### config.mk
export PLATFORM = sky130hd
export DESIGN_NAME = axis_event_serializer_flat
export DESIGN_NICKNAME = d
export VERILOG_FILES = /design/src/rtl/axis_event_serializer_if.sv /design/src/rtl/axis_event_serializer.sv /design/src/flat_wrapper.sv
export SDC_FILE = /design/constraint.sdc
export NUM_CORES = 1
export LEC_CHECK = 0
export CAP_MARGIN = 10
export CORE_ASPECT_RATIO = 1.5
export CORE_MARGIN = 8
export CORE_UTILIZATION = 55
export DETAILED_ROUTE_END_ITERATION = 16
export PLACE_DENSITY = 0.83
export SLEW_MARGIN = 20
export SYNTH_ARGS = -nofsm -noshare
export SYNTH_HDL_FRONTEND = slang
export SYNTH_SLANG_ARGS = --single-unit
### constraint.sdc
create_clock -name aclk -period 7.8 [get_ports aclk]
set_input_delay 0.78 -clock aclk [delete_from_list [all_inputs] [get_ports aclk]]
set_output_delay 0.78 -clock aclk [all_outputs]
set_load 0.05 [all_outputs]
### src/rtl/axis_event_serializer_if.sv
// Bus bundle for the event serializer: valid-only 128-bit event input and
// 32-bit AXI4-Stream output toward the DMA writer.
interface axis_event_serializer_if;
  logic [127:0] s_axis_tdata;
  logic         s_axis_tvalid;
  logic [31:0]  m_axis_tdata;
  logic         m_axis_tvalid;
  logic         m_axis_tready;
  logic         m_axis_tlast;

  // master: the serializer itself (drives the AXI4-Stream output)
  modport master (
    input  s_axis_tdata,
    input  s_axis_tvalid,
    input  m_axis_tready,
    output m_axis_tdata,
    output m_axis_tvalid,
    output m_axis_tlast
  );

  // slave: the environment (event source and stream sink)
  modport slave (
    output s_axis_tdata,
    output s_axis_tvalid,
    output m_axis_tready,
    input  m_axis_tdata,
    input  m_axis_tvalid,
    input  m_axis_tlast
  );
endinterface

### src/rtl/axis_event_serializer.sv
// Buffers 128-bit coincidence events in a small FIFO and emits each one as four
// 32-bit AXI4-Stream beats, with optional empty-hit filtering and status counters.
module axis_event_serializer #(
  parameter int unsigned FIFO_DEPTH_LOG2 = 2
) (
  input  logic                    aclk,
  input  logic                    areset,
  input  logic                    cfg_filter,
  axis_event_serializer_if.master bus,
  output logic [31:0]             sts_events,
  output logic [31:0]             sts_drops
);

  localparam int unsigned DEPTH = 1 << FIFO_DEPTH_LOG2;
  localparam int unsigned AW    = FIFO_DEPTH_LOG2;
  localparam int unsigned PTR_W = FIFO_DEPTH_LOG2 + 1;
  localparam int unsigned HIT_W = 66;

  logic [127:0]     r_mem [DEPTH];
  logic [PTR_W-1:0] r_wr_ptr;
  logic [PTR_W-1:0] r_rd_ptr;
  logic [1:0]       r_beat;
  logic [31:0]      r_events;
  logic [31:0]      r_drops;

  logic             w_empty;
  logic             w_full;
  logic             w_xfer;
  logic             w_pop;
  logic             w_qual;
  logic             w_push;
  logic             w_drop;
  logic [127:0]     w_head;
  logic [31:0]      w_beat_data;

  assign w_empty = (r_wr_ptr == r_rd_ptr);
  assign w_full  = (r_wr_ptr[PTR_W-1] != r_rd_ptr[PTR_W-1]) &&
                   (r_wr_ptr[AW-1:0] == r_rd_ptr[AW-1:0]);

  assign w_xfer  = ~w_empty & bus.m_axis_tready;
  assign w_pop   = w_xfer & (r_beat == 2'd3);

  // A full FIFO still accepts an event when the head's last beat leaves this cycle
  assign w_qual  = bus.s_axis_tvalid &
                   ~(cfg_filter & (bus.s_axis_tdata[HIT_W-1:0] == HIT_W'(0)));
  assign w_push  = w_qual & (~w_full | w_pop);
  assign w_drop  = w_qual & ~w_push;

  assign w_head  = r_mem[r_rd_ptr[AW-1:0]];

  always_comb begin
    w_beat_data = w_head[31:0];
    case (r_beat)
      2'd0:    w_beat_data = w_head[31:0];
      2'd1:    w_beat_data = w_head[63:32];
      2'd2:    w_beat_data = w_head[95:64];
      default: w_beat_data = w_head[127:96];
    endcase
  end

  // Event storage carries no reset; it is only observed while tvalid is high
  always_ff @(posedge aclk) begin
    if (w_push) begin
      r_mem[r_wr_ptr[AW-1:0]] <= bus.s_axis_tdata;
    end
  end

  always_ff @(posedge aclk or posedge areset) begin
    if (areset) begin
      r_wr_ptr <= '0;
      r_rd_ptr <= '0;
      r_beat   <= '0;
    end else begin
      if (w_push) begin
        r_wr_ptr <= r_wr_ptr + PTR_W'(1);
      end
      if (w_pop) begin
        r_rd_ptr <= r_rd_ptr + PTR_W'(1);
      end
      if (w_xfer) begin
        r_beat <= r_beat + 2'd1;
      end
    end
  end

  // Saturating status counters
  always_ff @(posedge aclk or posedge areset) begin
    if (areset) begin
      r_events <= '0;
      r_drops  <= '0;
    end else begin
      if (w_push && (r_events != 32'hFFFF_FFFF)) begin
        r_events <= r_events + 32'd1;
      end
      if (w_drop && (r_drops != 32'hFFFF_FFFF)) begin
        r_drops <= r_drops + 32'd1;
      end
    end
  end

  assign bus.m_axis_tvalid = ~w_empty;
  assign bus.m_axis_tdata  = w_beat_data;
  assign bus.m_axis_tlast  = ~w_empty & (r_beat == 2'd3);
  assign sts_events        = r_events;
  assign sts_drops         = r_drops;

endmodule

### src/flat_wrapper.sv
// flat-port wrapper written by rule: the top's interface ports become plain ports
module axis_event_serializer_flat 
#(
  parameter int unsigned FIFO_DEPTH_LOG2 = 2
)
  (aclk, areset, cfg_filter, sts_events, sts_drops, bus_s_axis_tdata, bus_s_axis_tvalid, bus_m_axis_tready, bus_m_axis_tdata, bus_m_axis_tvalid, bus_m_axis_tlast);
  axis_event_serializer_if bus_i ();
  input  logic aclk;
  input  logic areset;
  input  logic cfg_filter;
  output logic [31:0] sts_events;
  output logic [31:0] sts_drops;
  input wire logic [$bits(bus_i.s_axis_tdata)-1:0] bus_s_axis_tdata;
  input wire logic [$bits(bus_i.s_axis_tvalid)-1:0] bus_s_axis_tvalid;
  input wire logic [$bits(bus_i.m_axis_tready)-1:0] bus_m_axis_tready;
  output wire logic [$bits(bus_i.m_axis_tdata)-1:0] bus_m_axis_tdata;
  output wire logic [$bits(bus_i.m_axis_tvalid)-1:0] bus_m_axis_tvalid;
  output wire logic [$bits(bus_i.m_axis_tlast)-1:0] bus_m_axis_tlast;
  assign bus_i.s_axis_tdata = bus_s_axis_tdata;
  assign bus_i.s_axis_tvalid = bus_s_axis_tvalid;
  assign bus_i.m_axis_tready = bus_m_axis_tready;
  assign bus_m_axis_tdata = bus_i.m_axis_tdata;
  assign bus_m_axis_tvalid = bus_i.m_axis_tvalid;
  assign bus_m_axis_tlast = bus_i.m_axis_tlast;
  axis_event_serializer #(.FIFO_DEPTH_LOG2(FIFO_DEPTH_LOG2)) u_core (.aclk(aclk), .areset(areset), .cfg_filter(cfg_filter), .bus(bus_i), .sts_events(sts_events), .sts_drops(sts_drops));
endmodule
==> results_tabular.tex, run 1 <==
\begin{tabular}{lr}
\hline
Metric & Value \\
\hline
\multicolumn{2}{l}{\textbf{Status}} \\
Result of the run & complete, no violations \\
\multicolumn{2}{l}{\textbf{Hold path}} \\
Start point of the worst hold path & u\_core.sts\_events[3] \\
Hold Path Cell Cnt & 1 \\
Class of the tightest hold or removal check & register to register \\
\multicolumn{2}{l}{\textbf{Clock tree}} \\
CTS HTree Levels & 2 \\
Buffers from clock root to sink, at most & 3 \\
Total CTS buffers & 50 \\
Setup Fix Bufs, Post-CTS & 0 \\
Number of sinks driven by the clock tree & about 580 \\
Insertion delay of the later-clocked pin in the worst-skew pair & just under 0.6 ns \\
Hold-fix buffers at CTS & 0 \\
Post-cts resize count & 0 \\
Clk pin slew, worst setup/hold paths & roughly 0.06 ns \\
CTS tree & yes \\
Clk root buf & sky130\_fd\_sc\_hd\_\_clkbuf\_16 \\
\multicolumn{2}{l}{\textbf{Finish}} \\
P\&R area growth vs syn & 20.53\% \\
Total non-filler cell area in the finished layout & between 20000 and 30000 um2 \\
Leading cell types in the layout, fill and taps excluded & 512 x sky130\_fd\_sc\_hd\_\_edfxtp\_1, 230 x sky130\_fd\_sc\_hd\_\_clkdlybuf4s50\_1, 128 x sky130\_fd\_sc\_hd\_\_mux4\_2 \\
Most common cell after layout, fill and taps aside & sky130\_fd\_sc\_hd\_\_edfxtp\_1 \\
Number of nets in the layout & about 1600 \\
Layout cells sized above 1 & $\sim$17\% \\
Filler Cells Inserted & 2670 \\
\multicolumn{2}{l}{\textbf{Logic synthesis}} \\
Post-synthesis adder-cell area fraction & less than 1\% \\
Share of the synthesized area in compound gates (AO/OA/AOI/OAI) & 2.303\% \\
Gate count after technology mapping & 1188 \\
Count of synthesis-stage warnings from yosys & 0 \\
Synthesized-area fraction occupied by xor and xnor cells & 2.643\% \\
Largest family of logic cells by synthesized area & multiplexers \\
Share of synthesized flip-flops with an asynchronous set or reset & roughly an eighth \\
Mapped cell area & approximately 23000 um2 \\
Multiplexer share of the synthesized area & roughly 13\% \\
Number of register bits inferred by synthesis & 584 \\
Post-synthesis cell type count & 40 \\
Sequential-to-total area share from yosys stat & roughly three quarters \\
Synth Net Count & 1333 \\
Number of synthesized flops with an enable pin & between 500 and 600 \\
Predominant post-synthesis flop cell & sky130\_fd\_sc\_hd\_\_edfxtp\_1 \\
Synth Area in Simple Gates & under 10\% \\
Syn\_area\_per\_cell & roughly 20 um2 \\
\multicolumn{2}{l}{\textbf{Critical path}} \\
Worst setup path startpoint & u\_core.r\_rd\_ptr[1] \\
Nature of the critical path endpoint & primary output \\
Start-to-end type of the worst setup path & register to primary output \\
Required time worst endpoint & between 7 and 8 ns \\
Max Fanout on Critical Path & 61 \\
Count of cells along the worst register-to-register path & 6 \\
Critical Path AT & 4.07 ns \\
Worst R2R Start & u\_core.r\_rd\_ptr[1] \\
CP Launch Type & register \\
\multicolumn{2}{l}{\textbf{Detailed routing}} \\
Routed wire length per instance & 27.12 um \\
DRT iter0 DRCs & between 1000 and 1500 \\
Total wire length & around 55 mm \\
Post-DRT Antenna Nets & 0 \\
Iteration count of the initial detailed-routing pass & 7 \\
Remaining design rule violation count & 0 \\
Via-to-Cell Ratio & 6.175 \\
Total vias in the final route & between 10000 and 15000 \\
\multicolumn{2}{l}{\textbf{Die}} \\
Number of standard-cell rows in the floorplan & 92 \\
Chip height & roughly 270 um \\
Effective utilization at floorplan & a little under three fifths \\
Area of the die & a little under 50000 um2 \\
Floorplan die width & about 180 um \\
Core ar. & $\sim$42000 um2 \\
I/O pin count & 231 \\
\multicolumn{2}{l}{\textbf{Pwr}} \\
Cell area power density & just under 400 nW/um2 \\
Internal Pwr Total & between 7 and 8 mW \\
Portion of total power attributed to combinational logic & 34.5\% \\
Net Sw Frac & roughly 34\% \\
Register share of total power & about two fifths \\
Leakage dissipation & approximately 9 nW \\
Power spent charging and discharging nets & 3.706 mW \\
Part of the power in the clock network & between 20\% and 30\% \\
Worst supply voltage drop on vdd & 0.2726 mV \\
\multicolumn{2}{l}{\textbf{Place}} \\
Quantity of I/O buffers inserted on ports & 230 \\
Final GP Congestion & about 0.87 \\
Placement-stage cell area & 26130 um2 \\
Half-perimeter wire length of the detailed placement result & roughly 34 mm \\
Setup Slack @ Placement & 3.012 ns \\
\multicolumn{2}{l}{\textbf{Timing}} \\
Least setup slack across all paths after layout & between 2 and 3 ns \\
Setup violation total in the final timing report & 0 \\
RSZ-0062 raised after global routing & no \\
Maximum frequency from static timing analysis & 206.0 MHz \\
Worst Tran Pin Value & approximately 0.92 ns \\
Worst clock skew on the final layout & around 0.018 ns \\
Slew headroom & 38.77\% \\
Time the worst path needs with I/O delays and setup & a little under 5 ns \\
Accumulated negative setup slack & 0 ns \\
Final hold violations & 0 \\
Smallest hold slack & 0.4965 ns \\
Final worst path period share & 62.24\% \\
Number of max-slew violations in the final report & 0 \\
\multicolumn{2}{l}{\textbf{Global route}} \\
Largest net degree at the start of global routing & roughly 80 \\
Total gr overflow & 0 \\
Global-route total usage across every layer & 22.59\% \\
Initial antenna violation count & 16 \\
First-pass GRT wire length & slightly above 80 mm \\
Number of global-route vias before repair & about 13000 \\
\multicolumn{2}{l}{\textbf{Job}} \\
Maxcap violations & 0 \\
\hline
\end{tabular}
## logic make-up after synthesis
family	count (synthesis)
compound gates	69
xor+xnor	70
fa+ha+maj	12
buf+inv	62
flops	584
mux	132
simple gates	259
## worst max-delay path: stages (launching register included)
cell                              delay [ns]
sky130_fd_sc_hd__dfrtp_4                0.74
sky130_fd_sc_hd__buf_4                  0.80
sky130_fd_sc_hd__mux4_2                 0.44
sky130_fd_sc_hd__a222oi_1               0.57
sky130_fd_sc_hd__o21ai_0                0.16
sky130_fd_sc_hd__clkdlybuf4s50_1        0.75
## cell usage after synthesis, drive strengths merged (2+ instances only)
library cell / count / area [um2]
a21oi: 2 / 10.01
a222oi: 32 / 320.3
and2: 15 / 93.84
and3: 20 / 125.1
and4: 12 / 110.1
buf: 24 / 121.4
clkbuf: 32 / 120.1
dfrtp: 72 / 1802
edfxtp: 512 / 15370
ha: 12 / 150.1
inv: 6 / 22.52
mux2: 4 / 45.04
mux4: 128 / 2883
nand2: 65 / 244.0
nand3: 27 / 160.2
nand4: 49 / 306.5
nand4b: 4 / 35.03
nor2: 12 / 47.55
nor3: 11 / 55.05
nor4: 32 / 215.2
nor4b: 6 / 82.58
o21ai: 33 / 165.2
xnor2: 65 / 569.3
xor2: 5 / 43.79
## flip-flops by register name, summed over array words and instances, names as in the netlist
name,flops
u_core.r_mem,512
u_core.sts_drops,32
u_core.sts_events,32
u_core.r_rd_ptr,3
u_core.r_wr_ptr,3
u_core.r_beat,2
## stage by stage
step | total power, mW | cells | utilization [%]
2_1_floorplan | 6.975 | 1188 | -
3_3_place_gp | 8.110 | 1944 | 62.54
3_5_place_dp | 8.191 | 1944 | 62.54
4_1_cts | 10.91 | 2036 | 66.83
5_1_grt | 11.20 | 2041 | 66.88
6_report | 10.81 | 2046 | 66.91
## power by group through the flow
stage               Clock, mW  Combinational (mW)  Sequential [mW]
floorplan                   0                2.50             4.48
global placement            0                3.73             4.38
detailed placement          0                3.75             4.44
CTS                      2.73                3.79             4.39
global route             2.83                3.94             4.44
finish                   2.69                3.73             4.39
## path summary, 6_finish.rpt
kind / end / slack [ns]
max in group asynchronous: u_core.r_rd_ptr[0] / 6.31
min in group asynchronous: u_core.sts_drops[31] / 0.82
worst max register to register: u_core.r_mem[0][122] / 3.73
worst min-delay path: u_core.sts_events[3] / 0.50
worst min register to register: u_core.sts_events[3] / 0.50
worst max-delay path: bus_m_axis_tdata[0] / 2.95
## cell type report
cell class / count / area [um2] / area share [%]
flip-flops and latches: 584 / 17180 / 61.47
multi-input cells: 542 / 5778 / 20.67
repair buffers: 248 / 2450 / 8.763
clock buffers: 54 / 1297 / 4.641
well taps: 564 / 705.7 / 2.524
clock inverters: 38 / 494.2 / 1.768
diodes: 10 / 25.02 / 0.08951
inverters: 6 / 22.52 / 0.08056
## layer usage
metal / part of all wire (%) / global-route usage, %
met2: 52 / 39.00
met4: 3.5 / 9.542
met3: 9.4 / 6.747
met1: 34 / 25.89
met5: 0.17 / 0
Power figures use the tool's default switching activity.
==> run 2, diff against run 1 <==
Clock period 7.8 ns to 4.6 ns, I/O delays scaled along.
==> run 2 against run 1 <==
Net effect: power is 67% higher; wire length rose by 1.6%; register-to-register slack lost 2.7 ns; final cell count increased by 0.59%; critical endpoint is now bus_m_axis_tdata[20]; largest cell class unchanged.
==> results_tabular.tex, run 2 (synthesized netlist as in run 1, its figures left out) <==
\begin{tabular}{lr}
\hline
Metric & Value \\
\hline
\multicolumn{2}{l}{\textbf{Status}} \\
Result of the run & complete, no violations \\
\multicolumn{2}{l}{\textbf{Timing}} \\
Setup violation total in the final timing report & 0 \\
Number of max-slew violations in the final report & 0 \\
Final hold violations & 0 \\
Worst clock skew on the final layout & about 0.034 ns \\
Final worst path period share & around 95\% \\
Worst Tran Pin Value & around 0.89 ns \\
Smallest hold slack & 0.2735 ns \\
RSZ-0062 raised after global routing & no \\
Maximum frequency from static timing analysis & about 230 MHz \\
Time the worst path needs with I/O delays and setup & between 4 and 5 ns \\
Accumulated negative setup slack & 0 ns \\
Slew headroom & around two fifths \\
\multicolumn{2}{l}{\textbf{Job}} \\
Maxcap violations & 0 \\
\multicolumn{2}{l}{\textbf{Clock tree}} \\
Clk pin slew, worst setup/hold paths & about 0.060 ns \\
Post-cts resize count & 0 \\
CTS tree & yes \\
Clk root buf & sky130\_fd\_sc\_hd\_\_clkbuf\_16 \\
Insertion delay of the later-clocked pin in the worst-skew pair & 0.60 ns \\
Setup Fix Bufs, Post-CTS & 0 \\
Buffers from clock root to sink, at most & 3 \\
Total CTS buffers & 49 \\
Hold-fix buffers at CTS & 0 \\
Number of sinks driven by the clock tree & roughly 600 \\
CTS HTree Levels & 2 \\
\multicolumn{2}{l}{\textbf{Finish}} \\
Number of nets in the layout & $\sim$1600 \\
P\&R area growth vs syn & 20.27\% \\
Leading cell types in the layout, fill and taps excluded & 512 x sky130\_fd\_sc\_hd\_\_edfxtp\_1, 230 x sky130\_fd\_sc\_hd\_\_clkdlybuf4s50\_1, 128 x sky130\_fd\_sc\_hd\_\_mux4\_2 \\
Flip-flop count of the largest register, all copies and words added & approximately 510 \\
Post-layout instance count excluding filler cells & slightly above 2000 \\
Core Util, Final & between 60\% and 70\% \\
Layout cells sized above 1 & 17.19\% \\
Most common cell after layout, fill and taps aside & sky130\_fd\_sc\_hd\_\_edfxtp\_1 \\
\multicolumn{2}{l}{\textbf{Pwr}} \\
Worst supply voltage drop on vdd & 0.4355 mV \\
Leakage dissipation & just over 9 nW \\
Cell area power density & between 600 and 700 nW/um2 \\
\multicolumn{2}{l}{\textbf{Place}} \\
Post-Place Cells & 1957 \\
Half-perimeter wire length of the detailed placement result & approximately 36 mm \\
Quantity of I/O buffers inserted on ports & 230 \\
Final GP Congestion & 0.8814 \\
\multicolumn{2}{l}{\textbf{Detailed routing}} \\
Remaining design rule violation count & 0 \\
DRT iter0 DRCs & $\sim$1400 \\
Total wire length & between 50 and 60 mm \\
Iteration count of the initial detailed-routing pass & 6 \\
Post-DRT Antenna Nets & 0 \\
Total vias in the final route & roughly 13000 \\
Via-to-Cell Ratio & 6.278 \\
Routed wire length per instance & around 27 um \\
\multicolumn{2}{l}{\textbf{Global route}} \\
Number of global-route vias before repair & 13620 \\
Global-route total usage across every layer & a little under a quarter \\
Initial antenna violation count & 17 \\
First-pass GRT wire length & around 84 mm \\
Largest net degree at the start of global routing & 77 \\
Total gr overflow & 0 \\
\multicolumn{2}{l}{\textbf{Die}} \\
I/O pin count & around 230 \\
Chip height & $\sim$270 um \\
Core ar. & around 42000 um2 \\
Area of the die & $\sim$50000 um2 \\
Number of standard-cell rows in the floorplan & 92 \\
Floorplan die width & roughly 180 um \\
Effective utilization at floorplan & around 56\% \\
\multicolumn{2}{l}{\textbf{Critical path}} \\
Start-to-end type of the worst setup path & register to primary output \\
Chain of cells forming the critical path & buf\_12 -> mux4\_2 -> a222oi\_1 -> o21ai\_0 -> clkdlybuf4s50\_1 \\
Critical Path AT & 3.90 ns \\
Max Fanout on Critical Path & 61 \\
Gate family responsible for the most delay along the worst path & buffers and inverters \\
Total buffers and inverters traversed by the critical path & 2 \\
Nature of the critical path endpoint & primary output \\
CP Launch Type & register \\
Slowest Stage Delay on Critical Path & a little under 0.8 ns \\
Required time worst endpoint & $\sim$4.1 ns \\
Master of the slowest instance on the critical path & sky130\_fd\_sc\_hd\_\_clkdlybuf4s50\_1 \\
\multicolumn{2}{l}{\textbf{Hold path}} \\
Class of the tightest hold or removal check & primary input to asynchronous set/reset pin \\
\hline
\end{tabular}
-- run 2: cell types whose count changed in the layout (fill, tap and decap cells not counted), sizes merged --
| cell | before | now |
|---|---|---|
| diode | 10 | 11 |
| clkbuf | 54 | 59 |
| bufinv | 11 | 4 |
| clkinv | 23 | 18 |
| buf | 18 | 31 |
| clkinvlp | 4 | 7 |
| inv | 6 | 8 |
-- run 2: path summary, 6_finish.rpt --
path                               startpoint               endpoint  slack [ns]  depth (start not counted)
hold / removal                         areset    u_core.sts_drops[9]        0.27                          2
setup / recovery           u_core.r_rd_ptr[0]   bus_m_axis_tdata[20]        0.24                          5
setup reg to reg           u_core.r_rd_ptr[0]   u_core.r_mem[0][127]        1.02                          7
min in group aclk          u_core.r_wr_ptr[2]     u_core.r_wr_ptr[2]        0.49                          1
hold reg to reg            u_core.r_wr_ptr[2]     u_core.r_wr_ptr[2]        0.49                          1
max in group asynchronous              areset  u_core.sts_events[10]        3.32                          3
-- run 2: per-stage QoR --
step	setup WS (ns)	total power, mW	instance area, um2
floorplan	1.029	11.75	23200
global placement	0.6938	13.85	26290
detailed placement	0.6227	14.00	26290
CTS	0.1512	18.16	27870
global route	0.06997	18.67	27880
finish	0.2356	18.01	27900
-- run 2: report_power, final --
| group | total [mW] | internal [mW] | switching [mW] | leakage (nW) |
|---|---|---|---|---|
| registers | 7.42 | 6.99 | 0.433 | 5.66 |
| clock network | 4.11 | 2.24 | 1.87 | 0.753 |
| logic | 6.48 | 2.49 | 3.99 | 2.67 |
| total | 18.0 | 11.7 | 6.29 | 9.07 |
-- run 2: final cells by class --
cell class | instances | area (um2)
sequential | 584 | 17180
fill | 2648 | 13890
multi-input combinational | 542 | 5771
timing repair buffer | 261 | 2610
clock buffer | 59 | 1285
tap | 564 | 705.7
clock inverter | 31 | 290.3
antenna | 11 | 27.53
inverter | 6 | 22.52
-- run 2: worst reg2reg max path: stages, from the launching register on --
cell and delay, ns:
sky130_fd_sc_hd__dfrtp_4 0.72, sky130_fd_sc_hd__xor2_1 0.38, sky130_fd_sc_hd__a2111o_1 0.18, sky130_fd_sc_hd__nand2_1 0.14
sky130_fd_sc_hd__a21oi_2 0.17, sky130_fd_sc_hd__buf_4 0.31, sky130_fd_sc_hd__and2_4 0.67, sky130_fd_sc_hd__buf_4 0.62
-- run 2: layer usage --
layer / global-route usage, % / vias up / wire [um]
met3: 6.462 / 103 / 5626
li1: - / 5457 / -
met2: 38.96 / 687 / 29100
met4: 8.087 / 12 / 1521
met5: 0 / - / 81
met1: 27.44 / 6662 / 20040
